## src/rtl/clk_div_multi.sv

```systemverilog
// Multi-channel clock divider / enable generator with shadowed, wrap-aligned
// divisor reloads and a global phase-realignment strobe.
module clk_div_multi #(
  parameter int                NCH      = 3,
  parameter int                CW       = 16,
  parameter logic [NCH*CW-1:0] DIV_INIT = {16'd8, 16'd11520, 16'd360},
  parameter int                SW       = 2
) (
  input  logic           clk,
  input  logic           rst,
  input  logic           div_wr,
  input  logic [SW-1:0]  div_sel,
  input  logic [CW-1:0]  div_val,
  input  logic           sync,
  output logic [NCH-1:0] clk_out,
  output logic [NCH-1:0] ce_out,
  output logic [NCH-1:0] pend
);

  logic [CW-1:0] cnt     [NCH];
  logic [CW-1:0] div_n   [NCH];
  logic [CW-1:0] shadow  [NCH];

  logic [CW-1:0]  cnt_nxt    [NCH];
  logic [CW-1:0]  div_n_nxt  [NCH];
  logic [CW-1:0]  shadow_nxt [NCH];
  logic [NCH-1:0] pend_nxt;
  logic [NCH-1:0] clk_nxt;
  logic [NCH-1:0] ce_nxt;
  logic [CW-1:0]  wr_val;

  // Divisors below 2 cannot produce a square wave, so they are stored as 2.
  assign wr_val = (div_val < CW'(2)) ? CW'(2) : div_val;

  always_comb begin
    // NOTE: every always_comb output gets a default first so no path leaves it unassigned (no latch).
    pend_nxt = pend;
    clk_nxt  = '0;
    ce_nxt   = '0;
    for (int i = 0; i < NCH; i++) begin
      logic hit;
      logic wrap;
      hit  = div_wr && (div_sel == SW'(i));
      wrap = (cnt[i] == div_n[i] - CW'(1));

      cnt_nxt[i]    = cnt[i] + CW'(1);
      div_n_nxt[i]  = div_n[i];
      shadow_nxt[i] = hit ? wr_val : shadow[i];

      // A write landing on the wrap or sync cycle takes effect with the new period.
      if (sync || wrap) begin
        cnt_nxt[i]   = '0;
        div_n_nxt[i] = shadow_nxt[i];
        pend_nxt[i]  = 1'b0;
      end else if (hit) begin
        pend_nxt[i]  = 1'b1;
      end

      // Outputs are registered copies of the next-cycle count comparisons.
      ce_nxt[i]  = (cnt_nxt[i] == div_n_nxt[i] - CW'(1));
      clk_nxt[i] = (cnt_nxt[i] >= (div_n_nxt[i] >> 1));
    end
  end

  always_ff @(posedge clk) begin
    // NOTE: sequential state uses non-blocking assignments only, so every flop samples pre-edge values.
    if (rst) begin
      for (int i = 0; i < NCH; i++) begin
        cnt[i]    <= '0;
        div_n[i]  <= DIV_INIT[i*CW +: CW];
        shadow[i] <= DIV_INIT[i*CW +: CW];
      end
      pend    <= '0;
      clk_out <= '0;
      ce_out  <= '0;
    end else begin
      for (int i = 0; i < NCH; i++) begin
        cnt[i]    <= cnt_nxt[i];
        div_n[i]  <= div_n_nxt[i];
        shadow[i] <= shadow_nxt[i];
      end
      pend    <= pend_nxt;
      clk_out <= clk_nxt;
      ce_out  <= ce_nxt;
    end
  end

endmodule

```

## config.mk

```make
export PLATFORM = sky130hd
export DESIGN_NAME = clk_div_multi
export DESIGN_NICKNAME = d
export VERILOG_FILES = /design/src/rtl/clk_div_multi.sv
export SDC_FILE = /design/constraint.sdc
export NUM_CORES = 1
export LEC_CHECK = 0
export BUFFER_PORTS_ARGS = -buffer_cell sky130_fd_sc_hd__buf_2
export CORE_MARGIN = 1
export CORE_UTILIZATION = 65
export DETAILED_ROUTE_END_ITERATION = 6
export HOLD_SLACK_MARGIN = 0.12
export PLACE_DENSITY = 0.84
export SLEW_MARGIN = 10
export SYNTH_ARGS = -nofsm -noshare
export SYNTH_HDL_FRONTEND = slang
export SYNTH_SLANG_ARGS = --single-unit
```

## constraint.sdc

```tcl
create_clock -name clk -period 8.2 [get_ports clk]
set_input_delay 0.41 -clock clk [delete_from_list [all_inputs] [get_ports clk]]
set_output_delay 0.41 -clock clk [all_outputs]
set_load 0.02 [all_outputs]
```

==> results_tabular.tex, run 1 <==
\begin{tabular}{lr}
\hline
Metric & Value \\
\hline
\multicolumn{2}{l}{\textbf{Status}} \\
\quad Status & complete, no violations \\
\multicolumn{2}{l}{\textbf{Critical path}} \\
\quad Worst R2R Path Depth & 19 \\
\quad Ordered list of cells on the worst path & nor3\_1, nand4b\_1, or3\_1, xnor2\_1, nor4b\_2, a31o\_2, buf\_4, mux2i\_1, ha\_1, nand2\_1, inv\_1, nand3\_1, xnor2\_1, xnor2\_1, a311oi\_2, a21oi\_1, or4\_1, a2111oi\_0, and4b\_1 \\
\quad Start-to-end type of the worst setup path & reg2reg \\
\quad Arrival @ worst endpoint & just under 7 ns \\
\quad Slowest Stage Delay on Critical Path & 0.99 ns \\
\quad Maximum fanout along the worst path & 74 \\
\quad Crit-path slowest cell & nor3\_1 \\
\quad Reg2Reg Launch Point & div\_n[0][5]\$\_SDFF\_PP1\_ \\
\quad Worst setup path start & div\_n[0][5]\$\_SDFF\_PP1\_ \\
\quad Critical path required time & 8.57 ns \\
\quad Critical path capture point type & flip-flop \\
\quad Cell type with the highest occurrence count on the critical path & xnor2\_1 \\
\quad Startpoint type of the worst setup path & flip-flop \\
\multicolumn{2}{l}{\textbf{Clock network}} \\
\quad Source-to-sink clock delay at the later pin of the worst-skew pair & 0.43 ns \\
\quad Post-cts hold buffer count & 0 \\
\quad Clock buffer count from CTS & 17 \\
\quad Number of resized instances in the post-cts repair step & 0 \\
\quad Worst-path clk slew & 0.06 ns \\
\quad Num Clock Sinks & 153 \\
\quad \# H-tree levels & 4 \\
\quad Post-CTS Setup Bufs & 0 \\
\quad Clock root buffer & clkbuf\_16 \\
\quad Clock tree from TritonCTS & done \\
\quad Maximum count of clock buffers along a single path & 2 \\
\multicolumn{2}{l}{\textbf{Route}} \\
\quad Via count normalized by instance count & 6.16 \\
\quad Average routed wire per standard cell & 17.0 microns \\
\quad Drc violations & 0 \\
\quad Total wire length after detailed routing & 27400 microns \\
\quad Number of vias after detailed routing & $\sim$10000 \\
\quad Iteration count of the initial detailed-routing pass & 5 \\
\quad Iteration-0 DRC count of the detailed router & slightly above 1000 \\
\quad Post-route ant nets & 0 \\
\multicolumn{2}{l}{\textbf{Timing}} \\
\quad Number of setup violations in the final report & 0 \\
\quad Post-Route Hold Slack & 0.378 ns \\
\quad Slew at the pin closest to its max-slew limit & 1.18 ns \\
\quad Max Fclk & 157 MHz \\
\quad Tmin final & 6.38 ns \\
\quad Max Clock Skew & between 0.007 and 0.008 ns \\
\quad Normalized max-slew margin & 0.206 \\
\quad Setup repair after global routing missed its margin & no \\
\quad Slew Viols, Final & 0 \\
\quad Final hold violation count & 0 \\
\quad Period Utilization, post-route & 0.778 \\
\quad Setup total negative slack & 0 ns \\
\multicolumn{2}{l}{\textbf{Place}} \\
\quad Port Buffers & 30 \\
\quad Final GP Congestion & 0.935 \\
\quad Detailed-placement wirelength estimate & 20200 microns \\
\multicolumn{2}{l}{\textbf{Yosys}} \\
\quad Average footprint of a synthesized cell & between 7 and 8 sq um \\
\quad Synthesis warning total & 0 \\
\quad Synthesized cell area & 10900 sq um \\
\quad Share of synthesized area occupied by flip-flops and latches & 0.280 \\
\quad Gate count of the mapped netlist & 1403 \\
\quad Complex-gate fraction of the synthesized area & 0.133 \\
\quad Post-Synth Adder-Cell Area & 0.0618 \\
\quad Combinational family with the most area after synthesis & simple AND/OR/NAND/NOR gates \\
\quad Flop and latch count out of synthesis & roughly 150 \\
\quad Yosys top cell area share & 0.280 \\
\quad Post-synthesis async set-or-reset flop share & 0 \\
\quad Number of enable-type register cells in the synthesized netlist & 0 \\
\quad Parity-gate share of the synthesized area counting xor and xnor cells & 0.137 \\
\quad Top cells by area in the synthesized netlist & dfxtp\_1 (28\%), nor2\_1 (8.3\%), xnor2\_1 (8.2\%) \\
\quad Net count after synthesis & 1479 \\
\quad Main synth FF type & dfxtp\_1 \\
\quad Post-synthesis mux area share & 0.0709 \\
\quad Count of distinct cell types in the synthesized netlist & 73 \\
\quad Share of synthesized cell area in and, or, nand and nor gates & 0.272 \\
\quad Post-synthesis cell type with the largest combined area & dfxtp\_1 \\
\multicolumn{2}{l}{\textbf{Hold path}} \\
\quad HP Class & in2reg \\
\quad Startpoint of the lowest-slack hold path & div\_val[4] \\
\quad Hold depth & 3 \\
\multicolumn{2}{l}{\textbf{Global route}} \\
\quad Remaining global-route overflow & 0 \\
\quad First-pass GRT wire length & 46000 microns \\
\quad Global router's overall resource usage & 0.326 \\
\quad Vias in the first global route & about 9500 \\
\quad Maximum number of pins on one net before global-route repair & 75 \\
\quad Antenna violations before repair & 0 \\
\multicolumn{2}{l}{\textbf{Final layout}} \\
\quad Nets & 1455 \\
\quad Area taken by multi-input logic gates & between 7000 and 8000 sq um \\
\quad Area growth syn-to-layout & 6.47\% \\
\quad Sequential cell area & 3060 sq um \\
\quad Share of layout cells above drive strength 1 & 0.0733 \\
\quad Antenna diodes & 0 \\
\quad Filler cell count in the final layout & roughly 1300 \\
\quad Most common cell after layout, fill and taps aside & nor2\_1 \\
\quad Commonest non-fill, non-tap cells in the layout & nor2\_1 (241), dfxtp\_1 (153), nand2\_1 (115), xnor2\_1 (102), o21ai\_0 (73) \\
\multicolumn{2}{l}{\textbf{Floorplanning}} \\
\quad \# IOs & 31 \\
\quad Core box area & 16500 sq um \\
\quad Die outline height & approximately 130 microns \\
\quad Starting density of the core & 0.661 \\
\quad Area of the die & 17300 sq um \\
\quad Number of placement rows & 47 \\
\quad Horizontal extent of the die & 132 microns \\
\multicolumn{2}{l}{\textbf{Power}} \\
\quad Static leakage power & 4.96 nW \\
\quad Worst voltage drop across the vdd grid & 170 uV \\
\quad Total power & between 1.5 and 2 mW \\
\quad Power per unit of standard cell area & approximately 160 nW/um\^{}2 \\
\multicolumn{2}{l}{\textbf{Run}} \\
\quad Number of max-capacitance violations reported & 0 \\
\hline
\end{tabular}
==> cells in the mapped netlist (3+ instances only) <==
master,instances
and2_1,7
and3_1,10
or3_1,9
clkbuf_1,46
mux2i_1,65
nor3b_1,10
nand4b_1,5
a211o_1,3
o2111a_1,3
ha_1,54
nor2_1,241
and4_1,6
nand2_1,115
mux2_2,9
o31ai_1,5
a211oi_1,9
nor3_1,40
buf_6,5
o21ai_0,73
o21a_1,10
nand3b_1,5
nor4b_1,3
buf_1,7
a22o_1,4
o22ai_1,3
inv_1,32
nor4_2,3
a21o_1,25
o221ai_1,3
a21oi_1,34
or4_1,8
a41oi_1,3
xor2_1,69
a311oi_1,3
buf_2,23
nor4_1,16
nor2b_1,16
nand3_1,42
or2_2,10
nand2b_1,34
dfxtp_1,153
xnor2_1,102
a31oi_1,16
nand4_1,24
o211ai_1,7
==> final timing paths <==
kind / end / slack (ns)
setup / recovery: ce_out[0]$_SDFF_PP0_ / 1.82
hold / removal: shadow[0][20]$_SDFF_PP0_ / 0.38
setup reg to reg: ce_out[0]$_SDFF_PP0_ / 1.82
hold reg to reg: pend[2]$_SDFFE_PP0P_ / 0.45
==> per-stage QoR <==
step	instances	util	worst slack (ns)	area, sq um
floorplan	1403	-	2.85	10900
global placement	1580	0.668	2.22	11000
detailed placement	1580	0.668	2.12	11000
CTS	1612	0.704	1.92	11600
global route	1612	0.704	1.35	11600
finish	1612	0.704	1.82	11600
==> registers in the layout, indices dropped and copies added (netlist names) <==
signal	flops
shadow	48
clk_out	3
cnt	48
div_n	48
pend	3
ce_out	3
==> report_power, final <==
part	switching, mW	internal [mW]	total [mW]
clock network	0.323	0.471	0.794
logic	0.171	0.112	0.283
registers	0.0283	0.764	0.793
total	0.522	1.35	1.87
==> layout make-up <==
cell class / count / share of cell area
inverter: 32 / 0.0103
timing repair buffer: 38 / 0.0183
tap: 220 / 0.0237
sequential: 153 / 0.263
clock inverter: 11 / 0.0102
multi-input combinational: 1137 / 0.634
clock buffer: 21 / 0.0404
==> layer usage <==
layer	share of wire	up-vias	wire [microns]	track usage
li1	-	4807	-	-
met1	0.44	4696	12200	0.429
met2	0.46	361	12600	0.523
met3	0.062	67	1700	0.0428
met4	0.033	0	899	0.165
met5	0	-	0	0
==> kinds of logic (layout without fill, tap and decap cells) <==
group | after synthesis | count (layout)
xor+xnor | 171 | 171
compound gates | 222 | 222
mux | 75 | 75
buf+inv | 113 | 102
simple gates | 615 | 615
fa+ha+maj | 54 | 54
flops | 153 | 153
==> critical path: cells and delay by family, from the launching register on <==
family	cells	cell delay, ns
multiplexers	1	0.32
flip-flops	1	0.42
adder cells (fa/ha/maj)	1	0.34
AND/OR/NAND/NOR	8	3.15
XOR/XNOR	3	0.54
AO/OA/AOI/OAI	4	0.84
buffers and inverters	2	0.68
Note: power is estimated with default switching activity, not from simulation.
==> inputs of run 2 (changes only) <==
Settings changed: ABC_AREA set to 1, CORE_UTILIZATION 65 to 64, PLACE_DENSITY 0.84 to 0.82.
Clock period 8.2 ns to 6.6 ns, I/O delays scaled along.
==> results_tabular.tex, run 2 <==
\begin{tabular}{lr}
\hline
Metric & Value \\
\hline
\multicolumn{2}{l}{\textbf{Status}} \\
\quad Failing checks & DRC \\
\quad Status & finished, violations left (was complete, no violations) \\
\multicolumn{2}{l}{\textbf{Yosys}} \\
\quad Share of synthesized area occupied by flip-flops and latches & 0.269 (was 0.280) \\
\quad Gate count of the mapped netlist & 1799 (was 1403) \\
\quad Post-synthesis cell type with the largest combined area & dfxtp\_1 (unchanged) \\
\quad Most common cell in the netlist & nand2\_1 (was nor2\_1) \\
\quad Count of distinct cell types in the synthesized netlist & 46 (was 73) \\
\quad Net count after synthesis & 1875 (was 1479) \\
\quad Synthesized cell area & 11400 sq um (was 10900 sq um) \\
\quad Average footprint of a synthesized cell & 6.32 sq um (was 7.79 sq um) \\
\quad Top cells by area in the synthesized netlist & dfxtp\_1 (27\%), nand2\_1 (17\%), nor2\_1 (9.6\%) (was dfxtp\_1 (28\%), nor2\_1 (8.3\%), xnor2\_1 (8.2\%)) \\
\quad Post-synthesis async set-or-reset flop share & 0 (unchanged) \\
\quad Flop and latch count out of synthesis & 153 (unchanged) \\
\quad Number of enable-type register cells in the synthesized netlist & 0 (unchanged) \\
\quad Commonest cells in the netlist & nand2\_1 (502), nor2\_1 (290), inv\_1 (225) (was nor2\_1 (241), dfxtp\_1 (153), nand2\_1 (115)) \\
\quad Yosys top cell area share & 0.269 (was 0.280) \\
\quad Main synth FF type & dfxtp\_1 (unchanged) \\
\quad Synthesis warning total & 0 (unchanged) \\
\multicolumn{2}{l}{\textbf{Place}} \\
\quad Final GP Congestion & 0.946 (was 0.935) \\
\quad Port Buffers & 30 (unchanged) \\
\quad Detailed-placement wirelength estimate & 23100 microns (was 20200 microns) \\
\multicolumn{2}{l}{\textbf{Clock network}} \\
\quad Post-cts hold buffer count & 0 (unchanged) \\
\quad Source-to-sink clock delay at the later pin of the worst-skew pair & 0.43 ns (about the same) \\
\quad \# H-tree levels & 4 (unchanged) \\
\quad Worst-path clk slew & 0.06 ns (about the same) \\
\quad Post-CTS Setup Bufs & 0 (unchanged) \\
\quad Clock tree from TritonCTS & done (unchanged) \\
\quad Clock root buffer & clkbuf\_16 (unchanged) \\
\quad Maximum count of clock buffers along a single path & 2 (unchanged) \\
\quad Clock buffer count from CTS & 17 (unchanged) \\
\quad Num Clock Sinks & 153 (unchanged) \\
\quad Number of resized instances in the post-cts repair step & 0 (unchanged) \\
\multicolumn{2}{l}{\textbf{Global route}} \\
\quad Global router's overall resource usage & 0.342 (was 0.326) \\
\quad First-pass GRT wire length & 49400 microns (was 46000 microns) \\
\quad Antenna violations before repair & 0 (unchanged) \\
\quad Vias in the first global route & 10200 (was 9461) \\
\quad Maximum number of pins on one net before global-route repair & 66 (was 75) \\
\quad Remaining global-route overflow & 0 (unchanged) \\
\multicolumn{2}{l}{\textbf{Floorplanning}} \\
\quad Starting density of the core & 0.657 (was 0.661) \\
\quad Number of placement rows & 48 (was 47) \\
\quad Horizontal extent of the die & 135 microns (was 132 microns) \\
\quad \# IOs & 31 (unchanged) \\
\quad Core box area & 17300 sq um (was 16500 sq um) \\
\quad Die outline height & 135 microns (was 132 microns) \\
\quad Area of the die & 18300 sq um (was 17300 sq um) \\
\multicolumn{2}{l}{\textbf{Final layout}} \\
\quad Commonest non-fill, non-tap cells in the layout & nand2\_1 (502), nor2\_1 (290), inv\_1 (225), dfxtp\_1 (153), nand3\_1 (144) (was nor2\_1 (241), dfxtp\_1 (153), nand2\_1 (115), xnor2\_1 (102), o21ai\_0 (73)) \\
\quad Nets & 1890 (was 1455) \\
\quad Most common cell after layout, fill and taps aside & nand2\_1 (was nor2\_1) \\
\quad Top Registers & cnt: 48 flops, div\_n: 48 flops, shadow: 48 flops (unchanged) \\
\quad Filler cell count in the final layout & 1517 (was 1335) \\
\quad Area growth syn-to-layout & 7.77\% (was 6.47\%) \\
\quad Share of layout cells above drive strength 1 & 0.0942 (was 0.0733) \\
\quad Antenna diodes & 0 (unchanged) \\
\multicolumn{2}{l}{\textbf{Route}} \\
\quad Drc violations & 1 (was 0) \\
\quad Total wire length after detailed routing & 30400 microns (was 27400 microns) \\
\quad Number of vias after detailed routing & 11200 (was 9931) \\
\quad Post-route ant nets & 0 (unchanged) \\
\quad Via count normalized by instance count & 5.45 (was 6.16) \\
\quad Iteration-0 DRC count of the detailed router & 930 (was 1026) \\
\quad Average routed wire per standard cell & 14.8 microns (was 17.0 microns) \\
\quad Iteration count of the initial detailed-routing pass & 7 (was 5) \\
\multicolumn{2}{l}{\textbf{Timing}} \\
\quad Setup total negative slack & 0 ns (unchanged) \\
\quad Tmin final & 4.60 ns (was 6.38 ns) \\
\quad Max Fclk & 218 MHz (was 157 MHz) \\
\quad Setup repair after global routing missed its margin & no (unchanged) \\
\quad Normalized max-slew margin & 0.170 (was 0.206) \\
\quad Post-Route Hold Slack & 0.219 ns (was 0.378 ns) \\
\quad Number of setup violations in the final report & 0 (unchanged) \\
\quad Slew Viols, Final & 0 (unchanged) \\
\quad Period Utilization, post-route & 0.697 (was 0.778) \\
\quad Final hold violation count & 0 (unchanged) \\
\quad Slew at the pin closest to its max-slew limit & 1.25 ns (was 1.18 ns) \\
\quad Max Clock Skew & 0.00661 ns (was 0.00732 ns) \\
\multicolumn{2}{l}{\textbf{Run}} \\
\quad Number of max-capacitance violations reported & 0 (unchanged) \\
\multicolumn{2}{l}{\textbf{Power}} \\
\quad Power per unit of standard cell area & 203 nW/um\^{}2 (was 161 nW/um\^{}2) \\
\quad Static leakage power & 6.33 nW (was 4.96 nW) \\
\quad Worst voltage drop across the vdd grid & 200 uV (was 170 uV) \\
\quad Total power & 2.48 mW (was 1.87 mW) \\
\multicolumn{2}{l}{\textbf{Critical path}} \\
\quad Maximum fanout along the worst path & 15 (was 74) \\
\quad Critical path capture point type & flip-flop (unchanged) \\
\quad Startpoint type of the worst setup path & flip-flop (unchanged) \\
\quad Start-to-end type of the worst setup path & reg2reg (unchanged) \\
\quad Cell type with the highest occurrence count on the critical path & nand2\_1 (was xnor2\_1) \\
\quad Number of buffers and inverters on the critical path & 4 (was 2) \\
\quad Crit-path slowest cell & a21oi\_1 (was nor3\_1) \\
\quad Critical path required time & 6.93 ns (was 8.57 ns) \\
\quad Slowest Stage Delay on Critical Path & 0.96 ns (was 0.99 ns) \\
\quad Arrival @ worst endpoint & 4.93 ns (was 6.75 ns) \\
\quad Kind of cell with the highest combined delay on the critical path & compound AO/OA/AOI/OAI gates (was simple AND/OR/NAND/NOR gates) \\
\multicolumn{2}{l}{\textbf{Hold path}} \\
\quad HP Class & in2reg (unchanged) \\
\hline
\end{tabular}
-- run 2: path summary, 6_finish.rpt --
path         cells after the start                      end  slack (ns)                     from
max                             30    clk_out[2]$_SDFF_PP0_        2.00  div_n[0][32]$_SDFF_PP0_
min                              3  shadow[0][3]$_SDFF_PP1_        0.22               div_val[3]
max reg2reg                     30    clk_out[2]$_SDFF_PP0_        2.00  div_n[0][32]$_SDFF_PP0_
min reg2reg                      2     pend[0]$_SDFFE_PP0P_        0.45     pend[0]$_SDFFE_PP0P_
-- run 2: layout make-up --
class / count / area, sq um / area share
multi-input cells: 1370 / 7210 / 0.588
well taps: 225 / 282 / 0.0230
repair buffers: 33 / 175 / 0.0143
clock buffers: 24 / 492 / 0.0401
flip-flops and latches: 153 / 3060 / 0.250
clock inverters: 7 / 139 / 0.0113
inverters: 239 / 897 / 0.0732
-- run 2: logic make-up after synthesis --
kind of cell / share of synthesized area
simple gates: 0.431
buf+inv: 0.0968
flops: 0.269
compound gates: 0.0572
xor+xnor: 0.0704
fa+ha+maj: 0.0594
mux: 0.0158
-- run 2: stage by stage --
stage / util / instances / setup WS (ns) / area (sq um)
4_1_cts: 0.709 / 2051 / 2.07 / 12300
6_report: 0.709 / 2051 / 2.00 / 12300
3_5_place_dp: 0.672 / 2020 / 2.10 / 11600
5_1_grt: 0.709 / 2051 / 1.51 / 12300
2_1_floorplan: - / 1799 / 2.95 / 11400
3_3_place_gp: 0.672 / 2020 / 2.17 / 11600
-- run 2: where the power goes --
group	leakage [nW]	switching [mW]	internal, mW	total, mW
sequential	1.25	0.0263	0.953	0.980
combinational	4.78	0.302	0.142	0.444
clock	0.310	0.389	0.671	1.06
total	6.33	0.717	1.77	2.48
-- run 2: layer usage --
layer  share of wire  global-route usage
met1            0.42               0.420
met3           0.063              0.0498
met2            0.47               0.586
met5               0                   0
met4           0.042               0.164
-- run 2: worst min-delay path: stages --
cell and delay (ns):
buf_2 0.14, mux2i_1 0.10, nand2_1 0.05
